**config.mk**
```make
export PLATFORM = sky130hd
export DESIGN_NAME = wb_interconnect_nport
export DESIGN_NICKNAME = d
export VERILOG_FILES = /design/src/rtl/wb_interconnect_nport.sv
export SDC_FILE = /design/constraint.sdc
export NUM_CORES = 1
export LEC_CHECK = 0
export BUFFER_PORTS_ARGS = -buffer_cell sky130_fd_sc_hd__buf_4
export CAP_MARGIN = 20
export CORE_AREA = 2 2 199 201
export CTS_CLUSTER_SIZE = 20
export DETAILED_ROUTE_END_ITERATION = 10
export DIE_AREA = 0 0 201 203
export REMOVE_ABC_BUFFERS = 1
export SLEW_MARGIN = 30
export SYNTH_ARGS = -nofsm -noshare
export SYNTH_HDL_FRONTEND = slang
export SYNTH_SLANG_ARGS = --single-unit
```
**constraint.sdc**
```tcl
create_clock -name clk -period 3.6 [get_ports clk]
set_input_delay 0.72 -clock clk [delete_from_list [all_inputs] [get_ports clk]]
set_output_delay 0.72 -clock clk [all_outputs]
set_load 0.05 [all_outputs]
```
**src/rtl/wb_interconnect_nport.sv**
```systemverilog
// Single-master Wishbone fan-out to NUM_SLAVES ports, decoded on i_m_adr[31:SEL_LSB].
// Registered ack/err/data toward the master, with slave timeout and decode-error handling.
module wb_interconnect_nport #(
    parameter int unsigned NUM_SLAVES     = 4,
    parameter int unsigned SEL_LSB        = 24,
    parameter int unsigned TIMEOUT_CYCLES = 256
) (
    input  logic                       clk,
    input  logic                       rst,
    input  logic                       i_m_we,
    input  logic                       i_m_cyc,
    input  logic                       i_m_stb,
    input  logic [31:0]                i_m_adr,
    input  logic [31:0]                i_m_dat,
    output logic                       o_m_ack,
    output logic                       o_m_err,
    output logic [31:0]                o_m_dat,
    output logic                       o_m_int,
    output logic [NUM_SLAVES-1:0]      o_m_int_vec,
    output logic [NUM_SLAVES-1:0]      o_s_we,
    output logic [NUM_SLAVES-1:0]      o_s_cyc,
    output logic [NUM_SLAVES-1:0]      o_s_stb,
    output logic [32*NUM_SLAVES-1:0]   o_s_adr,
    output logic [32*NUM_SLAVES-1:0]   o_s_dat,
    input  logic [NUM_SLAVES-1:0]      i_s_ack,
    input  logic [NUM_SLAVES-1:0]      i_s_int,
    input  logic [32*NUM_SLAVES-1:0]   i_s_dat
);
    localparam int unsigned SelW = 32 - SEL_LSB;
    localparam int unsigned CntW = (TIMEOUT_CYCLES > 1) ? $clog2(TIMEOUT_CYCLES + 1) : 1;

    typedef enum logic [1:0] {StIdle, StBusy, StDone} state_e;

    state_e                state_q, state_d;
    logic [SelW-1:0]       sel_q, sel_d;
    logic [CntW-1:0]       cnt_q, cnt_d;
    logic                  ack_q, ack_d;
    logic                  err_q, err_d;
    logic [31:0]           dat_q, dat_d;
    logic [NUM_SLAVES-1:0] int_vec_q;

    logic [SelW-1:0]       req_sel;
    logic [NUM_SLAVES-1:0] hit;
    logic [31:0]           sel_dat;
    logic                  sel_ack;
    logic                  busy;
    logic                  tmo_expire;

    assign req_sel = i_m_adr[31:SEL_LSB];
    assign busy    = (state_q == StBusy);

    // sel_q is only ever in range while busy, so hit is one-hot there.
    always_comb begin
        hit     = '0;
        sel_dat = '0;
        for (int n = 0; n < NUM_SLAVES; n++) begin
            hit[n]  = (32'(sel_q) == 32'(n));
            sel_dat = sel_dat | ({32{hit[n]}} & i_s_dat[32*n +: 32]);
        end
    end

    assign sel_ack    = |(hit & i_s_ack);
    assign tmo_expire = (TIMEOUT_CYCLES != 0) && (cnt_q == CntW'(TIMEOUT_CYCLES - 1));

    always_comb begin
        state_d = state_q;
        sel_d   = sel_q;
        cnt_d   = cnt_q;
        ack_d   = 1'b0;
        err_d   = 1'b0;
        dat_d   = dat_q;
        case (state_q)
            StIdle: begin
                if (i_m_cyc && i_m_stb) begin
                    sel_d = req_sel;
                    cnt_d = '0;
                    if (32'(req_sel) < NUM_SLAVES) begin
                        state_d = StBusy;
                    end else begin
                        state_d = StDone;
                        ack_d   = 1'b1;
                        err_d   = 1'b1;
                        dat_d   = '0;
                    end
                end
            end
            StBusy: begin
                // Abort beats ack; ack in the expiry cycle beats timeout.
                if (!i_m_cyc) begin
                    state_d = StIdle;
                end else if (sel_ack) begin
                    state_d = StDone;
                    ack_d   = 1'b1;
                    dat_d   = sel_dat;
                end else if (tmo_expire) begin
                    state_d = StDone;
                    ack_d   = 1'b1;
                    err_d   = 1'b1;
                    dat_d   = '0;
                end else begin
                    cnt_d = cnt_q + CntW'(1);
                end
            end
            StDone: begin
                if (!i_m_stb) state_d = StIdle;
            end
            default: state_d = StIdle;
        endcase
    end

    always_ff @(posedge clk or posedge rst) begin
        if (rst) begin
            state_q   <= StIdle;
            sel_q     <= '0;
            cnt_q     <= '0;
            ack_q     <= 1'b0;
            err_q     <= 1'b0;
            dat_q     <= '0;
            int_vec_q <= '0;
        end else begin
            state_q   <= state_d;
            sel_q     <= sel_d;
            cnt_q     <= cnt_d;
            ack_q     <= ack_d;
            err_q     <= err_d;
            dat_q     <= dat_d;
            int_vec_q <= i_s_int;
        end
    end

    assign o_m_ack     = ack_q;
    assign o_m_err     = err_q;
    assign o_m_dat     = dat_q;
    assign o_m_int_vec = int_vec_q;
    assign o_m_int     = |int_vec_q;

    for (genvar n = 0; n < NUM_SLAVES; n++) begin : g_slave
        assign o_s_cyc[n]          = busy & hit[n];
        assign o_s_stb[n]          = busy & hit[n];
        assign o_s_we[n]           = busy & hit[n] & i_m_we;
        assign o_s_adr[32*n +: 32] = {{SelW{1'b0}}, i_m_adr[SEL_LSB-1:0]};
        assign o_s_dat[32*n +: 32] = i_m_dat;
    end

endmodule

```
==> results_dict.tcl <==
set metrics [dict create \
    status "complete, no violations" \
    syn_inst 536 \
    hp-class "in -> async" \
    place_hpwl_mm 28.3 \
    combPwrFrac_pct 27.5 \
    grt_pass1_wl_mm 42.0 \
    synth_area_leaders "buf_4 (36%), dfrtp_1 (26%), mux4_2 (13%)" \
    final_nets 716 \
    drc 0 \
    post-cts-setup-buffers 0 \
    port_buffers 199 \
    layout.cells.most_common_list "buf_4 (208), dfrtp_1 (55), nor2b_1 (35)" \
    cts-root-buf "clkbuf_16" \
    p_switching_uw 689 \
    dieArea_mm2 0.0408 \
    instances_no_fill 1033 \
    setup_viol 0 \
    vias 3700 \
    vias_per_cell 3.58 \
    synth_top_area_share_pct 36.2 \
    async_flop_share_pct 100 \
    rsz0062_at_grt "no" \
    fmax_mhz 364 \
    critPathArrivalTime_ns 2.03 \
    hold_viol 0 \
    preCtsSetupSlack_ns 0.886 \
    worstSkewPairLatency_ns 0.35 \
    synth_area_leader_cell "buf_4" \
    grt_util_all_layers_pct 16.1 \
    post_drt_wl_per_cell_um 32.4 \
    cts_max_path_buffers 2 \
    clk_pin_slew_ns 0.06 \
    power_frac_clock_pct 41.0 \
    ys_types 39 \
    synth-seq-cells 57 \
    worstMarginPinSlew_ns 0.758 \
    h-tree-depth 3 \
    syn_avg_cell_area_um2 10.1 \
    wl_mm 33.5 \
    yosysSeqAreaShare_pct 26.4 \
    cts.sinks 57 \
    placedCellCount 1016 \
    p_sw_share_pct 31.1 \
    seq_power_share_pct 31.6 \
    area_growth_pct 10.7 \
    drt_iter0_drc 240 \
    finalSetupTns_ns 0 \
    required_ns 2.88 \
    pin_count 512 \
    tritoncts "yes" \
    finalPower_mw 2.22 \
    internal_power_mw 1.53 \
    synth_area_mm2 0.00539 \
    final_max_slew_viol_count 0 \
    chipHeight_um 203 \
    grt-ovfl-total 0 \
    grt_pass1_vias 3883 \
    firstDrtPassIters 4 \
    final_area_mm2 0.00597 \
    antenna_left 0 \
    fin_crit_ns 2.75 \
    placed_cell_area_mm2 0.00567 \
    antenna_found_initial 1 \
    mostFrequentLayoutCell "buf_4" \
    core_mm2 0.0385 \
    rows 72 \
    die_x_um 201 \
    crit_path_end_kind "output port" \
    max-slew-margin-rel_pct 49.5 \
    path_class "reg -> out" \
    post_cts_resized 0 \
    cellLeakagePower_nw 2.70 \
    ys_warn_count 0 \
    finalWeightedCongestion 0.828 \
    synth_edf_count 0 \
    cts.hold.buffers_added 0 \
    start_util_pct 14.0 \
    period_share_pct 76.4 \
    fin_skew_ns 0.0127 \
    ir_drop_mv 0.259 \
    start_kind "flip-flop" \
    path_max_fanout 6 \
    p_per_area_mw_per_mm2 371 \
    cts_made_buffers 9 \
    drive_above_1_share_pct 57.8 \
    setup_slack_ns 0.850 \
    synth-main-ff-cell "dfrtp_1" \
    grt_max_degree 37 \
    fill_cells 4309 \
    maxCapViolations 0 \
]
==> final cells by class <==
class / instances / area [µm²] / area share, %
clock buffers: 11 / 243 / 4.06
well taps: 518 / 648 / 10.9
repair buffers: 208 / 1560 / 26.1
flip-flops and latches: 57 / 1430 / 23.9
clock inverters: 5 / 55.1 / 0.922
inverters: 5 / 18.8 / 0.314
multi-input cells: 228 / 2020 / 33.7
diodes: 1 / 2.50 / 0.0419
==> metrics by stage <==
step	utilization, %	hold slack [ns]
after global placement	14.7	0.463
after floorplan	-	0.446
after CTS	15.5	0.443
after global routing	15.5	0.456
final	15.5	0.432
after detailed placement	14.7	0.467
==> worst max-delay path, stage by stage, from the launching register on <==
cell and delay [ns]:
dfrtp_1 0.37, nor2_1 0.56, nand4_1 0.30, nor2_1 0.22, buf_4 0.23
==> per-layer routing <==
metal | track usage, % | share of wire, % | up-vias
met5 | 4.29 | 0.58 | -
met4 | 8.57 | 5.2 | 6
met3 | 17.1 | 23 | 48
met2 | 25.5 | 46 | 444
met1 | 11.8 | 26 | 1747
li1 | - | - | 1455
==> cell usage after synthesis (2+ instances only) <==
master and instances:
a21oi_1 5, a31o_2 2, buf_1 2, buf_2 3, buf_4 260, buf_6 4, clkbuf_1 8, dfrtp_1 57
ha_1 2, inv_1 5, mux2_2 32, mux2i_1 3, mux4_1 2, mux4_2 31, nand2_1 33, nand3_1 6
nand4_1 3, nand4b_1 2, nor2_1 14, nor2b_1 35, o21ai_0 3, o31ai_1 3, or2_2 2, or4_1 4
==> power by group through the flow <==
| stage | logic [mW] | clock network, mW | registers [mW] |
|---|---|---|---|
| floorplan | 0.335 | 0 | 0.755 |
| global placement | 0.612 | 0 | 0.713 |
| detailed placement | 0.618 | 0 | 0.715 |
| CTS | 0.620 | 0.960 | 0.703 |
| global route | 0.654 | 0.984 | 0.704 |
| finish | 0.608 | 0.908 | 0.700 |
==> cells by family after synthesis <==
kind of cell,Yosys count,synth area share (%)
buffers and inverters,282,38.3
and+or+nand+nor,105,10.3
muxes,68,21.2
DFF,57,26.4
AOI/OAI and AO/OA,21,3.20
adders and majority gates,2,0.464
other,1,0.0695
==> path summary, 6_finish.rpt <==
kind	endpoint	start	slack, ns	depth (start not counted)
setup / recovery	o_s_stb[3]	sel_q[3]	0.85	4
hold / removal	sel_q[6]	rst	0.43	2
setup reg to reg	o_m_dat[29]	cnt_q[0]	0.96	9
hold reg to reg	sel_q[3]	sel_q[3]	0.48	2
max in group asynchronous	o_m_dat[25]	rst	2.10	4
min in group clk	o_m_int_vec[0]	i_s_int[0]	0.47	1
==> flip-flops by register name, indices dropped and copies added, names as in the netlist <==
signal,flops
cnt_q,9
o_m_ack,1
o_m_dat,32
o_m_err,1
o_m_int_vec,4
sel_q,8
state_q,2
(Power assumes the default switching activity.)
